$ cat src/rtl/alu_op_sequencer.sv
// Command-driven controller for the shift + ALU datapath: captures one command,
// iterates it through the combinational datapath with result feedback, then holds the response.
module alu_op_sequencer #(
    parameter int W      = 5,
    parameter int ITER_W = 3
) (
    input  logic              clk,
    input  logic              rst_n,
    input  logic              cmd_valid,
    output logic              cmd_ready,
    input  logic [W-1:0]      cmd_a,
    input  logic [W-1:0]      cmd_b,
    input  logic [2:0]        cmd_alu_ctrl,
    input  logic [1:0]        cmd_bshift,
    input  logic              cmd_dir,
    input  logic [ITER_W-1:0] cmd_iter,
    input  logic              abort,
    output logic [W-1:0]      dp_a,
    output logic [W-1:0]      dp_b,
    output logic [2:0]        dp_alu_ctrl,
    output logic [1:0]        dp_bshift,
    output logic              dp_select,
    input  logic [W-1:0]      dp_result,
    input  logic [3:0]        dp_flags,
    output logic              rsp_valid,
    input  logic              rsp_ready,
    output logic [W-1:0]      rsp_result,
    output logic [3:0]        rsp_flags,
    output logic              rsp_sticky_cv,
    output logic              busy
);

    typedef enum logic [1:0] {IDLE, EXEC, DONE} state_t;

    state_t            state_q, state_d;
    logic [W-1:0]      acc_q, acc_d;
    logic [W-1:0]      dp_a_q, dp_a_d;
    logic [W-1:0]      dp_b_q, dp_b_d;
    logic [2:0]        alu_ctrl_q, alu_ctrl_d;
    logic [1:0]        bshift_q, bshift_d;
    logic              select_q, select_d;
    logic [ITER_W-1:0] cnt_q, cnt_d;
    logic [3:0]        flags_q, flags_d;
    logic              sticky_q, sticky_d;

    always_comb begin
        state_d    = state_q;
        acc_d      = acc_q;
        dp_a_d     = dp_a_q;
        dp_b_d     = dp_b_q;
        alu_ctrl_d = alu_ctrl_q;
        bshift_d   = bshift_q;
        select_d   = select_q;
        cnt_d      = cnt_q;
        flags_d    = flags_q;
        sticky_d   = sticky_q;
        case (state_q)
            IDLE: begin
                if (cmd_valid) begin
                    acc_d      = cmd_a;
                    dp_a_d     = cmd_a;
                    dp_b_d     = cmd_b;
                    alu_ctrl_d = cmd_alu_ctrl;
                    bshift_d   = cmd_bshift;
                    select_d   = cmd_dir;
                    cnt_d      = (cmd_iter == '0) ? ITER_W'(1) : cmd_iter;
                    sticky_d   = 1'b0;
                    state_d    = EXEC;
                end
            end
            EXEC: begin
                if (abort) begin
                    state_d = IDLE;
                end else begin
                    acc_d    = dp_result;
                    flags_d  = dp_flags;
                    sticky_d = sticky_q | dp_flags[1] | dp_flags[0];
                    cnt_d    = cnt_q - ITER_W'(1);
                    // The operand only advances while more iterations remain, so the
                    // datapath inputs stay frozen on the last operand once DONE is reached.
                    if (cnt_q == ITER_W'(1)) begin
                        state_d = DONE;
                    end else begin
                        dp_a_d = dp_result;
                    end
                end
            end
            DONE: begin
                if (rsp_ready || abort) begin
                    state_d = IDLE;
                end
            end
            default: state_d = IDLE;
        endcase
    end

    always_ff @(posedge clk or negedge rst_n) begin
        if (!rst_n) begin
            state_q    <= IDLE;
            acc_q      <= '0;
            dp_a_q     <= '0;
            dp_b_q     <= '0;
            alu_ctrl_q <= '0;
            bshift_q   <= '0;
            select_q   <= 1'b0;
            cnt_q      <= '0;
            flags_q    <= '0;
            sticky_q   <= 1'b0;
        end else begin
            state_q    <= state_d;
            acc_q      <= acc_d;
            dp_a_q     <= dp_a_d;
            dp_b_q     <= dp_b_d;
            alu_ctrl_q <= alu_ctrl_d;
            bshift_q   <= bshift_d;
            select_q   <= select_d;
            cnt_q      <= cnt_d;
            flags_q    <= flags_d;
            sticky_q   <= sticky_d;
        end
    end

    assign cmd_ready     = (state_q == IDLE);
    assign busy          = (state_q != IDLE);
    assign rsp_valid     = (state_q == DONE);
    assign rsp_result    = acc_q;
    assign rsp_flags     = flags_q;
    assign rsp_sticky_cv = sticky_q;
    assign dp_a          = dp_a_q;
    assign dp_b          = dp_b_q;
    assign dp_alu_ctrl   = alu_ctrl_q;
    assign dp_bshift     = bshift_q;
    assign dp_select     = select_q;

endmodule

$ cat config.mk
export PLATFORM = sky130hd
export DESIGN_NAME = alu_op_sequencer
export DESIGN_NICKNAME = d
export VERILOG_FILES = /design/src/rtl/alu_op_sequencer.sv
export SDC_FILE = /design/constraint.sdc
export NUM_CORES = 1
export LEC_CHECK = 0
export ABC_AREA = 1
export CORE_UTILIZATION = 45
export DETAILED_ROUTE_END_ITERATION = 6
export GPL_TIMING_DRIVEN = 1
export PLACE_DENSITY = 0.86
export SYNTH_ARGS = -nofsm -noshare
export SYNTH_HDL_FRONTEND = slang
export SYNTH_SLANG_ARGS = --single-unit
$ cat constraint.sdc
create_clock -name clk -period 2 [get_ports clk]
set_input_delay 0.4 -clock clk [delete_from_list [all_inputs] [get_ports clk]]
set_output_delay 0.4 -clock clk [all_outputs]
set_load 0.005 [all_outputs]
==> results of run 1 <==
registers in the layout, indices dropped and copies added (netlist names):
| register | count |
|---|---|
| rsp_flags | 4 |
| rsp_result | 5 |
| dp_alu_ctrl | 3 |
| state_q | 2 |
| dp_b | 5 |
| dp_select | 1 |
| rsp_sticky_cv | 1 |
| dp_bshift | 2 |
| cnt_q | 3 |
| dp_a | 5 |
logic make-up (layout without fill, tap and decap cells):
group,after synthesis,after routing,share of synthesized area [%]
fa+ha+maj,2,2,1.72
compound gates,4,4,1.38
buf+inv,18,87,5.76
flops,31,31,53.3
simple gates,121,121,37.8
what timing repair did:
action                     4_1_cts  5_1_grt
setup endpoints to repair        1        2
pin swaps                        0        1
hold endpoints to repair         0        0
resized for setup                1        0
hold buffers                     0        0
gates cloned                     0        0
buffers inserted                 0        1
synthesized netlist by cell type (all sizes together):
| library cell | instances | area share, % |
|---|---|---|
| ha | 2 | 1.7 |
| inv | 15 | 3.9 |
| clkinv | 1 | 0.60 |
| nand4 | 1 | 0.43 |
| a21oi | 1 | 0.34 |
| nand2 | 103 | 29 |
| o21ai | 3 | 1.0 |
| buf | 2 | 1.3 |
| dfrtp | 31 | 53 |
| nand3 | 10 | 4.6 |
| nor2 | 6 | 3.4 |
| nand3b | 1 | 0.52 |
how the worst min path moves through the flow:
| stage | cells after the start | slack [ns] | startpoint | end |
|---|---|---|---|---|
| 3_5_place_dp | 2 | 0.46 | rsp_result[0]$_DFFE_PN0P_ | rsp_result[0]$_DFFE_PN0P_ |
| 3_3_place_gp | 2 | 0.46 | rsp_result[4]$_DFFE_PN0P_ | rsp_result[4]$_DFFE_PN0P_ |
| 6_report | 2 | 0.47 | rst_n | rsp_result[3]$_DFFE_PN0P_ |
| 4_1_cts | 2 | 0.46 | rst_n | rsp_result[3]$_DFFE_PN0P_ |
| 2_1_floorplan | 0 | 0.10 | rst_n | cnt_q[0]$_DFFE_PN0P_ |
| 5_1_grt | 2 | 0.49 | rst_n | rsp_result[3]$_DFFE_PN0P_ |
worst max-delay path, stage by stage, from the launching register on:
cell and delay (ns):
sky130_fd_sc_hd__dfrtp_2 0.46, sky130_fd_sc_hd__inv_2 0.08, sky130_fd_sc_hd__nor2_1 0.12, sky130_fd_sc_hd__clkdlybuf4s50_1 0.51
power breakdown:
part           switching [mW]  internal, mW
clock                   0.203         0.207
sequential              0.198         0.923
combinational           0.707         0.792
per-layer routing:
metal | routed length [um] | up-vias | part of all wire, % | global-route usage (%)
met2 | 1600 | 28 | 49 | 35.4
met5 | 0 | - | 0 | 0
met1 | 1530 | 621 | 47 | 28.1
met4 | 46 | 0 | 1.4 | 7.14
li1 | - | 668 | - | -
met3 | 105 | 5 | 3.2 | 6.15
final cells by class:
class,count,area (sq um),share of cell area (%)
flip-flops and latches,31,777,35.5
repair buffers,63,626,28.6
multi-input cells,127,596,27.2
clock buffers,8,68.8,3.15
inverters,16,65.1,2.97
well taps,44,55.1,2.52
cells in the final DEF (no fill, tap or decap), drive strengths merged:
cell             n
nand3           10
clkbuf           8
clkdlybuf4s50   61
inv             15
a21oi            1
nand4            1
nor2             6
dfrtp           31
ha               2
nand3b           1
o21ai            3
buf              2
clkinv           1
nand2          103
==> reports/qor.csv, run 1 <==
metric,value,unit
depth_of_the_cts_h_tree,2,
grt_pass1_vias,1255,
timing.final.crit_share,94.7,%
cts.reportedPaths.clkPinSlew,0.10,ns
dieArea,3470,sq um
critical_path.max_fanout,3,
stdcell_area,2190,sq um
drcViolationCount,0,
avgViaCountPerCell,4.57,
initial_core_util,47.7,%
first_pass_grt_wire_length,5.60,mm
worstReg2RegStart,state_q[0]$_DFFE_PN0P_,
cts_inserted_buffers,5,
ys_seq_area_share,53.3,%
core-area,3050,sq um
power.leakage,1.11,nW
hold_path.class,in -> async,
setup_ws,0.105,ns
timing.critical_path.to_type,output port,
cell_count_after_synthesis,176,
outcome,completed,
summed_instance_area_of_the_synthesized_netlist,1460,sq um
post_layout_power,3.03,mW
grtUsageTotal,21.8,%
synthDistinctLibCells,22,
wire_per_inst,11.3,um
detail_route.first_pass.iterations,4,
syn_avg_cell_area,8.27,sq um
placementRows,20,
share_of_cells_above_drive_strength_1,9.39,%
finalMaxSlewViolations,0,
number_of_synthesized_register_bits,31,
fin_nets,279,
buffer_ports.inserted,61,
yosysWarnings,0,
timing.max_cap.violations,0,
nFillCells,253,
num_io_pins,62,
r2r_cells,7,
slew_headroom,74.8,%
post_drt_antenna_nets,0,
dieHeight,58.9,um
grt_max_degree,32,
worst-endpoint-arrival,1.49,ns
cts_root_buffer,sky130_fd_sc_hd__clkbuf_4,
clk_path_buf_depth,2,
dpl.hpwl,2.48,mm
powerDensity,1390,nW/um^2
die_w,58.9,um
skew,0.0112,ns
cts.sink_count,31,
place_worst_setup_slack,0.312,ns
timing_worst_slew_pin_value,0.378,ns
finalCoreUtilization,71.6,%
drt-total-wl,3.28,mm
cts_tree,built,
critical_path.reg2reg.endpoint,rsp_result[1]$_DFFE_PN0P_,
grt-ovfl-total,0,
dpl-instance-area,2110,sq um
clock.fmax,0.528,GHz
finalHoldViolCount,0,
gp_routability_congestion,0.778,
setup.worst_path.end,rsp_valid,
finalSetupViolCount,0,
drt-initial-drc-count,44,
final_critical_period,1.89,ns
slack_of_the_worst_reg_to_reg_path,0.62,ns
worstSetupStartpoint,state_q[1]$_DFFE_PN0P_,
area.growth.synth_to_final,50.3,%
syn-num-nets,211,
crit_path_start_kind,flip-flop,
worst_hold_slack,0.466,ns
worst_vdd_rail_ir_drop,0.706,mV
dp.cells,280,
antenna_found_initial,0,
timing.critical_path.required,1.60,ns
layout.cells.non_filler,289,
grt_setup_unrepaired,no,
clk-insertion-delay-late,0.32,ns
kind_of_critical_path,reg -> out,
routed-via-count,1322,
antenna-diode-count,0,
finalSetupTns,0,ns
No activity file was read; power rests on OpenSTA's default activity.
==> run 2: changes to the inputs <==
- CTS_CLUSTER_SIZE: not set -> 12
==> results of run 2 <==
Final layout, timing and power as in run 1 (identical DEF).
==> run 3: changes to the inputs <==
- CORE_MARGIN: not set -> 3
- CTS_CLUSTER_SIZE: 12 -> 14
==> reports/qor.csv, run 3 (synthesis gave the netlist of run 1 again) <==
metric,value,unit,change
gp_routability_congestion,0.727,,-6.6%
cts_tree,built,,
timing.critical_path.required,1.60,ns,about the same
cts.sink_count,31,,unchanged
grtUsageTotal,19.1,%,-2.7 points
buffer_ports.inserted,61,,unchanged
topRoutingLayerUsed,met4,,
finalSetupTns,0,ns,unchanged
grt_setup_unrepaired,no,,
clk-insertion-delay-late,0.33,ns,about the same
critical_path.max_fanout,5,,+2
die_w,62.9,um,+6.8%
finalMaxSlewViolations,0,,unchanged
finalSetupViolCount,0,,unchanged
fin_nets,279,,unchanged
grt_pass1_vias,1329,,+5.9%
hold_path.class,in -> async,,
timing_worst_slew_pin_value,0.375,ns,-0.00300 ns
skew,0.0138,ns,+0.00266 ns
final_critical_period,1.96,ns,+0.0613 ns
drt-total-wl,3.54,mm,+8.0%
depth_of_the_cts_h_tree,2,,unchanged
setup_ws,0.0438,ns,-0.0613 ns
clk_path_buf_depth,2,,unchanged
crit_path_start_kind,flip-flop,,
cts_inserted_buffers,5,,unchanged
worstReg2RegStart,state_q[0]$_DFFE_PN0P_,,
layout_commonest_cell,sky130_fd_sc_hd__nand2_1,,
cts_root_buffer,sky130_fd_sc_hd__clkbuf_4,,
drt-met1-wl,1.58,mm,+3.9%
timing.max_cap.violations,0,,unchanged
dieHeight,62.9,um,+6.8%
place_worst_setup_slack,0.291,ns,-0.0217 ns
finalHoldViolCount,0,,unchanged
antenna_found_initial,0,,unchanged
num_io_pins,62,,unchanged
routed-via-count,1320,,-0.15%
grt-ovfl-total,0,,unchanged
grt_max_degree,32,,unchanged
wire_per_inst,12.2,um,+8.0%
avgViaCountPerCell,4.57,,-0.15%
hold_buffers,0,,unchanged
outcome,completed,,
area.growth.synth_to_final,49.2,%,
drt-initial-drc-count,58,,+32%
powerDensity,1370,nW/um^2,-1.5%
share_of_cells_above_drive_strength_1,9.80,%,+0.41 points
slew_headroom,75.0,%,+0.20 points
timing.final.crit_share,97.8,%,+3.1 points
antenna-diode-count,0,,unchanged
drcViolationCount,0,,unchanged
power.leakage,1.11,nW,-0.28%
r2r_cells,6,,-1
placementRows,20,,unchanged
kind_of_critical_path,reg -> out,,
core-area,3080,sq um,+0.82%
initial_core_util,47.3,%,-0.39 points
worst_vdd_rail_ir_drop,0.673,mV,-4.7%
dieArea,3950,sq um,+14%
clock.fmax,0.511,GHz,-3.1%
timing.critical_path.to_type,output port,,
cts.reportedPaths.clkPinSlew,0.11,ns,about the same
met2_length,1.78,mm,+12%
worst-endpoint-arrival,1.56,ns,+0.07 ns
most-common-layout-cells,"sky130_fd_sc_hd__nand2_1, sky130_fd_sc_hd__clkdlybuf4s50_1, sky130_fd_sc_hd__dfrtp_1",,
slack_of_the_worst_reg_to_reg_path,0.66,ns,+0.04 ns
detail_route.first_pass.iterations,4,,unchanged
dpl.hpwl,2.73,mm,+9.9%
post_drt_antenna_nets,0,,unchanged
wl_met3,105,um,unchanged
critical_path.reg2reg.endpoint,cnt_q[2]$_DFFE_PN0P_,,
first_pass_grt_wire_length,6.04,mm,+7.9%
==> run 3: cell count changes in the layout (fill, tap and decap cells not counted) <==
| cell | change |
|---|---|
| sky130_fd_sc_hd__clkinv_2 | +3 |
| sky130_fd_sc_hd__clkbuf_8 | -2 |
| sky130_fd_sc_hd__clkbuf_1 | -1 |
==> run 3: cell type report <==
class / instances / area, sq um
Clock buffer: 5 / 37.5
Clock inverter: 3 / 15.0
Fill cell: 258 / 907
Inverter: 16 / 65.1
Multi-Input combinational cell: 127 / 596
Sequential cell: 31 / 777
Tap cell: 44 / 55.1
Timing Repair Buffer: 63 / 626
==> run 3: where the power goes <==
part	total, mW	internal (mW)	switching, mW
clock	0.348	0.131	0.217
sequential	1.12	0.922	0.194
combinational	1.50	0.783	0.716
total	2.96	1.84	1.13
==> run 3: routing by layer <==
metal | up-vias | track usage [%]
li1 | 674 | -
met4 | 0 | 8.26
met3 | 7 | 2.70
met2 | 29 | 32.9
met1 | 610 | 23.7
met5 | - | 0
==> run 3: worst max-delay path, cell delays in order, from the launching register on <==
cell	delay, ns
sky130_fd_sc_hd__dfrtp_1	0.48
sky130_fd_sc_hd__nor2_4	0.22
sky130_fd_sc_hd__clkdlybuf4s50_1	0.54
==> run 3: how the worst max path moves through the flow <==
stage | startpoint | end | slack [ns] | cells after the start
finish | state_q[0]$_DFFE_PN0P_ | cmd_ready | 0.04 | 2
global route | state_q[0]$_DFFE_PN0P_ | cmd_ready | 0.005 | 2
CTS | state_q[0]$_DFFE_PN0P_ | cmd_ready | 0.01 | 2
detailed placement | abort | cnt_q[2]$_DFFE_PN0P_ | 0.29 | 7
global placement | abort | cnt_q[2]$_DFFE_PN0P_ | 0.35 | 7
floorplan | state_q[1]$_DFFE_PN0P_ | cnt_q[0]$_DFFE_PN0P_ | 0.82 | 6
==> run 3: metrics by stage <==
| step | std cells | util, % | hold slack [ns] | power, mW | cell area (sq um) |
|---|---|---|---|---|---|
| 2_1_floorplan | 176 | - | 0.104 | 1.84 | 1460 |
| 3_3_place_gp | 280 | 68.5 | 0.456 | 2.58 | 2110 |
| 3_5_place_dp | 280 | 68.5 | 0.460 | 2.63 | 2110 |
| 4_1_cts | 288 | 70.3 | 0.440 | 2.99 | 2160 |
| 5_1_grt | 289 | 70.5 | 0.471 | 3.20 | 2170 |
| 6_report | 289 | 70.5 | 0.430 | 2.96 | 2170 |
==> run 3: repair_timing <==
| action | CTS | global route |
|---|---|---|
| setup endpoints to repair | 1 | 3 |
| buffers inserted | 0 | 1 |
| pin swaps | 0 | 1 |
| resized for setup | 1 | 0 |
| cloned | 0 | 0 |
